**src/rtl/mul_share_pkg.sv**
```systemverilog
// Shared types and helpers for the shared shift-add multiplier.
// Holds the FSM encoding, default sizes and the round-robin step.
package mul_share_pkg;

    typedef enum logic [1:0] {
        IDLE,
        RUN,
        DONE
    } state_t;

    localparam int N_REQ_DEF = 4;
    localparam int WIDTH_DEF = 4;

    function automatic int rr_next(input int idx, input int n);
        return (idx + 1 >= n) ? 0 : idx + 1;
    endfunction

endpackage

```
**src/rtl/mul_share_arbiter_seq_mul_core.sv**
```systemverilog
// Sequential shift-add multiplier, one add/shift step per cycle.
// prod is the post-step {ac,q}, valid in the cycle done is high.
module seq_mul_core
    import mul_share_pkg::*;
#(
    parameter int WIDTH = WIDTH_DEF
) (
    input  logic               clk,
    input  logic               rst,
    input  logic               start,
    input  logic               run,
    input  logic [WIDTH-1:0]   a,
    input  logic [WIDTH-1:0]   b,
    output logic               done,
    output logic [2*WIDTH-1:0] prod
);

    localparam int CW = $clog2(WIDTH) + 1;

    logic [WIDTH-1:0]   ac;
    logic [WIDTH-1:0]   q;
    logic [WIDTH-1:0]   m;
    logic [CW-1:0]      count;
    logic [WIDTH:0]     sum;
    logic [2*WIDTH-1:0] shifted;

    // {carry,ac} = ac + (q[0] ? m : 0), then {carry,ac,q} >> 1
    always_comb begin
        sum     = {1'b0, ac} + {1'b0, (q[0] ? m : '0)};
        shifted = {sum, q[WIDTH-1:1]};
    end

    assign done = run && (count == CW'(WIDTH - 1));
    assign prod = shifted;

    always_ff @(posedge clk or negedge rst) begin
        if (!rst) begin
            ac    <= '0;
            q     <= '0;
            m     <= '0;
            count <= '0;
        end else if (start) begin
            ac    <= '0;
            q     <= b;
            m     <= a;
            count <= '0;
        end else if (run) begin
            ac    <= shifted[2*WIDTH-1:WIDTH];
            q     <= shifted[WIDTH-1:0];
            count <= count + 1'b1;
        end
    end

endmodule

```
**src/rtl/mul_share_arbiter.sv**
```systemverilog
// Round-robin front end sharing one sequential multiplier.
// Grants in IDLE, steps in RUN, holds the response in DONE.
module mul_share_arbiter
    import mul_share_pkg::*;
#(
    parameter int N_REQ = N_REQ_DEF,
    parameter int WIDTH = WIDTH_DEF,
    parameter int ID_W  = $clog2(N_REQ)
) (
    input  logic                   clk,
    input  logic                   rst,
    input  logic [N_REQ-1:0]       req_valid,
    input  logic [N_REQ*WIDTH-1:0] req_a,
    input  logic [N_REQ*WIDTH-1:0] req_b,
    output logic [N_REQ-1:0]       req_ready,
    output logic                   rsp_valid,
    input  logic                   rsp_ready,
    output logic [2*WIDTH-1:0]     rsp_prod,
    output logic [ID_W-1:0]        rsp_id,
    output logic                   busy
);

    state_t             state;
    state_t             state_nx;
    logic [ID_W-1:0]    ptr;
    logic [ID_W-1:0]    owner;
    logic [ID_W-1:0]    win;
    logic [ID_W-1:0]    idx;
    logic               found;
    logic               start;
    logic               done;
    logic [WIDTH-1:0]   a_sel;
    logic [WIDTH-1:0]   b_sel;
    logic [2*WIDTH-1:0] prod;

    // first valid requester at or after ptr, wrapping
    always_comb begin
        found = 1'b0;
        win   = '0;
        idx   = '0;
        for (int k = 0; k < N_REQ; k++) begin
            idx = ID_W'((int'(ptr) + k) % N_REQ);
            if (!found && req_valid[idx]) begin
                found = 1'b1;
                win   = idx;
            end
        end
    end

    assign start = rst && (state == IDLE) && found;

    always_comb begin
        req_ready = '0;
        a_sel     = '0;
        b_sel     = '0;
        if (start) req_ready[win] = 1'b1;
        for (int k = 0; k < N_REQ; k++) begin
            if (win == ID_W'(k)) begin
                a_sel = req_a[k*WIDTH +: WIDTH];
                b_sel = req_b[k*WIDTH +: WIDTH];
            end
        end
    end

    always_comb begin
        state_nx = state;
        unique case (state)
            IDLE:    if (start) state_nx = RUN;
            RUN:     if (done) state_nx = DONE;
            DONE:    if (rsp_ready) state_nx = IDLE;
            default: state_nx = IDLE;
        endcase
    end

    always_ff @(posedge clk or negedge rst) begin
        if (!rst) begin
            state    <= IDLE;
            ptr      <= '0;
            owner    <= '0;
            rsp_prod <= '0;
            rsp_id   <= '0;
        end else begin
            state <= state_nx;
            if (start) begin
                ptr   <= ID_W'(rr_next(int'(win), N_REQ));
                owner <= win;
            end
            if (done) begin
                rsp_prod <= prod;
                rsp_id   <= owner;
            end
        end
    end

    assign rsp_valid = (state == DONE);
    assign busy      = (state != IDLE);

    seq_mul_core #(
        .WIDTH(WIDTH)
    ) u_core (
        .clk  (clk),
        .rst  (rst),
        .start(start),
        .run  (state == RUN),
        .a    (a_sel),
        .b    (b_sel),
        .done (done),
        .prod (prod)
    );

endmodule

```
**config.mk**
```make
export PLATFORM = sky130hd
export DESIGN_NAME = mul_share_arbiter
export DESIGN_NICKNAME = d
export VERILOG_FILES = /design/src/rtl/mul_share_pkg.sv /design/src/rtl/mul_share_arbiter_seq_mul_core.sv /design/src/rtl/mul_share_arbiter.sv
export SDC_FILE = /design/constraint.sdc
export NUM_CORES = 1
export LEC_CHECK = 0
export ABC_AREA = 1
export BUFFER_PORTS_ARGS = -buffer_cell sky130_fd_sc_hd__buf_2
export CAP_MARGIN = 20
export CORE_ASPECT_RATIO = 0.6
export CORE_MARGIN = 10
export CORE_UTILIZATION = 35
export CTS_CLUSTER_DIAMETER = 50
export CTS_CLUSTER_SIZE = 12
export DETAILED_ROUTE_END_ITERATION = 8
export PLACE_DENSITY = 0.61
export RECOVER_POWER = 100
export SETUP_SLACK_MARGIN = 0.3
export SYNTH_ARGS = -nofsm -noshare
export SYNTH_HDL_FRONTEND = slang
export SYNTH_SLANG_ARGS = --single-unit
```
**constraint.sdc**
```tcl
create_clock -name clk -period 2.6 [get_ports clk]
set_clock_uncertainty 0.2 [all_clocks]
set_input_delay 0 -clock clk [delete_from_list [all_inputs] [get_ports clk]]
set_output_delay 0 -clock clk [all_outputs]
set_load 0.03 [all_outputs]
```
==> out/metrics.csv <==
stage;metric;value;unit
run_status;status;complete, but fails checks;
run_status;violations;hold timing, capacitance limit, slew limit;
synth;yosysTopAreaCell;dfrtp_1;
cts;cts_buffers;5;
grt;grt-busiest-layer;met2;
timing;hold_violations;1;
route;drtIter0Drc;69;
critical_path;r2r-start;ptr[0];
synth;synthCells;280;
placement;dp_hpwl;4265;um
floorplanning;core_area;0.005518;mm2
timing;slew_viol_final;32;
power_and_ir_drop;p_leak;1.522;nW
grt;grt_max_degree;32;
power_and_ir_drop;peakVddDrop;0.001192;V
synth;yosysTopAreaCellShare;39.17;%
timing;worst-slew-pin-transition;1.664;ns
synth;yosys_warnings;0;
critical_path;worst-setup-path-type;flop to flop;
synth;synth_area_per_cell;7.074;um2
route;dr.pass1.iters;4;
synth;ys_ff_latch;31;
synth;syn-cell-area;0.001981;mm2
finish;post_layout_nonfiller_instances;436;
route;num_vias;2041;
hold_path;hold_class;input pin to flop;
finish;fill_cells;536;
floorplanning;die_w;117.1;um
finish;num_antenna_cells;0;
grt;grt_use_met2;19.64;%
synth;synth_mux_area_share;0;%
floorplanning;dieArea;0.009167;mm2
cts;clk_latency;0.28;ns
finish;layout-drive-gt1-share;29.97;%
synth;ys_seq_area_share;39.17;%
placement;routabilityCongestion;0.8971;
timing;finalSetupViolations;0;
grt;grt_pass1_wl;9901;um
synth;synthSimpleGateAreaFrac;34.43;%
synth;synth-xor-area-share;0.8844;%
synth;post_synth_fa_ha_maj_area_fraction;7.328;%
synth;synth_top_family_by_area;simple AND/OR/NAND/NOR gates;
timing;hold_ws;-0.02679;ns
synth;synth_ff_type;dfrtp_1;
cts;cts_tree;built;
synth;yosysMostFrequentCell;nand2_1;
cts;clock-sinks;31;
timing;fin_crit;2.487;ns
synth;async_flop_share;100.0;%
job;drv_cap;1;
floorplanning;start_util;35.90;%
placement;placed_cell_area;0.002375;mm2
route;drt_wl_total;5844;um
timing;max_freq;402.1;MHz
floorplanning;io_pins;55;
finish;final_area;0.002879;mm2
grt;grt_overflow;0;
grt;global_route.usage.met3;4.404;%
synth;synthTopCellsByCount;nand2_1, dfrtp_1, nand3_1, inv_1, o21ai_0;
grt;antenna_found_initial;0;
power_and_ir_drop;pwr_density_cell;1551;mW/mm2
synth;ys_types;25;
critical_path;critPathLaunch;ptr[0];
cts;cts-htree-levels;2;
cts;path_clk_slew;0.06;ns
hold_path;min-delay-start;req_a[3];
synth;ys_top_cells_by_area;dfrtp_1, nand2_1, ha_1;
placement;port_buffers;54;
grt;grt_usage;13.27;%
critical_path;cp.required;2.62;ns
route;post-route-drc-count;0;
timing;rsz0062_at_grt;true;
critical_path;cp_max_fo;8;
route;post_drt_wl_per_cell;13.40;um
critical_path;cp-end-kind;flop;
synth;synth-compound-area-share;9.539;%
floorplanning;fp-row-count;21;
cts;cts.path.max_buffers;2;
floorplanning;fp.dieH;78.27;um
synth;synth_fp_nets;330;
grt;use_met1;17.96;%
finish;syn2layout_area_growth;45.36;%
critical_path;arrival;2.51;ns
synth;synth_edf_count;0;
cts;clock-root-buffer;clkbuf_8;
route;vias_per_cell;4.681;
route;ant_nets;0;
critical_path;startpoint_type;flop;
placement;dp.cells;402;
timing;relSlewSlack;-10.96;%
timing;fin_crit_sh;95.65;%
grt;grt_pass1_vias;2079;
finish;finalNetCount;416;
[routing by layer]
layer | routed length (um) | vias up
li1 | - | 1061
met5 | 0 | -
met1 | 3071 | 915
met3 | 398 | 6
met4 | 51 | 0
met2 | 2323 | 59
[report_power, final]
part           switching [W]  internal [W]
Sequential          0.000152      0.000686
Combinational        0.00190       0.00124
Clock               0.000180      0.000310
[per-stage QoR]
| stage | utilization (%) | hold WS (ns) | total power, W | setup slack (ns) | TNS, ns |
|---|---|---|---|---|---|
| after floorplan | - | -0.4956 | 0.002767 | 0.2986 | 0 |
| after global placement | 43.04 | -0.1424 | 0.003304 | 0.01395 | 0 |
| after detailed placement | 43.04 | -0.1429 | 0.003320 | -0.07900 | -0.3316 |
| after CTS | 52.00 | 0.007628 | 0.004333 | 0.1329 | 0 |
| after global routing | 52.18 | 0.04025 | 0.004904 | -0.07902 | -0.5118 |
| final | 52.18 | -0.02679 | 0.004465 | 0.1130 | 0 |
[sequential cells by signal, indices dropped and copies added, names as in the netlist]
| signal | count |
|---|---|
| u_core.count | 3 |
| u_core.q | 4 |
| rsp_id | 2 |
| owner | 2 |
| ptr | 2 |
| u_core.m | 4 |
| rsp_prod | 8 |
| state | 2 |
| u_core.ac | 4 |
[layout make-up]
type	count	area (um2)	area share [%]
timing repair buffer	89	589.3	20.47
inverter	29	116.4	4.042
multi-input combinational	210	1191	41.37
clock inverter	2	35.03	1.217
clock buffer	6	82.58	2.868
sequential	31	778.2	27.03
tap	69	86.33	2.999
[logic make-up after synthesis]
| logic type | after synthesis |
|---|---|
| AND/OR/NAND/NOR | 161 |
| buffers and inverters | 39 |
| AO/OA/AOI/OAI | 36 |
| XOR/XNOR | 2 |
| adder cells (fa/ha/maj) | 11 |
| flip-flops | 31 |
[worst paths after layout]
check,endpoint,slack (ns),cells after the start
min in group asynchronous,rsp_id[0],0.58,3
hold reg to reg,u_core.count[0],0.28,1
hold / removal,u_core.m[3],-0.03,7
max in group asynchronous,ptr[1],0.52,3
setup / recovery,u_core.q[3],0.11,17
setup reg to reg,u_core.q[3],0.11,17
[layout by cell type, fill, tap and decap left out]
cell type      count
fa_1               1
xor2_1             2
nand3_4            2
ha_1               6
inv_1             19
inv_4              3
inv_2              7
bufinv_16          1
buf_6              5
nand3_1           20
dfrtp_1           29
nor2_4             4
nand2_4            1
clkbuf_1          14
nand2_8            1
buf_2             37
nand2_1          111
buf_4             14
nor2_2             2
o21bai_1           1
a21oi_1            7
clkinv_2           1
o21ai_2            2
o21ai_1           14
a21oi_2            4
nor2_1             4
o31ai_1            1
nand3_2            4
ha_4               4
o21ai_0            7
nand4_1            2
clkbuf_8           6
dfrtp_2            2
nand2_2           10
dlygate4sd3_1     19
[worst max-delay path: stages (launching register included)]
cell	delay [ns]
dfrtp_2	0.46
buf_6	0.15
nand2_2	0.05
nand2_2	0.07
nand2_2	0.07
nand2_2	0.06
nor2_4	0.16
nand4_1	0.19
nand2_4	0.15
ha_4	0.15
inv_4	0.04
nor2_4	0.17
nand2_1	0.08
nand2_1	0.06
o21ai_0	0.08
o21ai_1	0.13
nand2_1	0.07
nand3_1	0.08
[what timing repair did]
item | 4_1_cts | 5_1_grt
setup endpoints to repair | 12 | 12
gates cloned | 0 | 0
setup buffers | 6 | 1
hold buffers | 19 | 0
pin swaps | 17 | 24
endpoints found under the hold margin | 41 | 0
resized for setup | 46 | 10
Note: power is estimated with default switching activity, not from simulation.
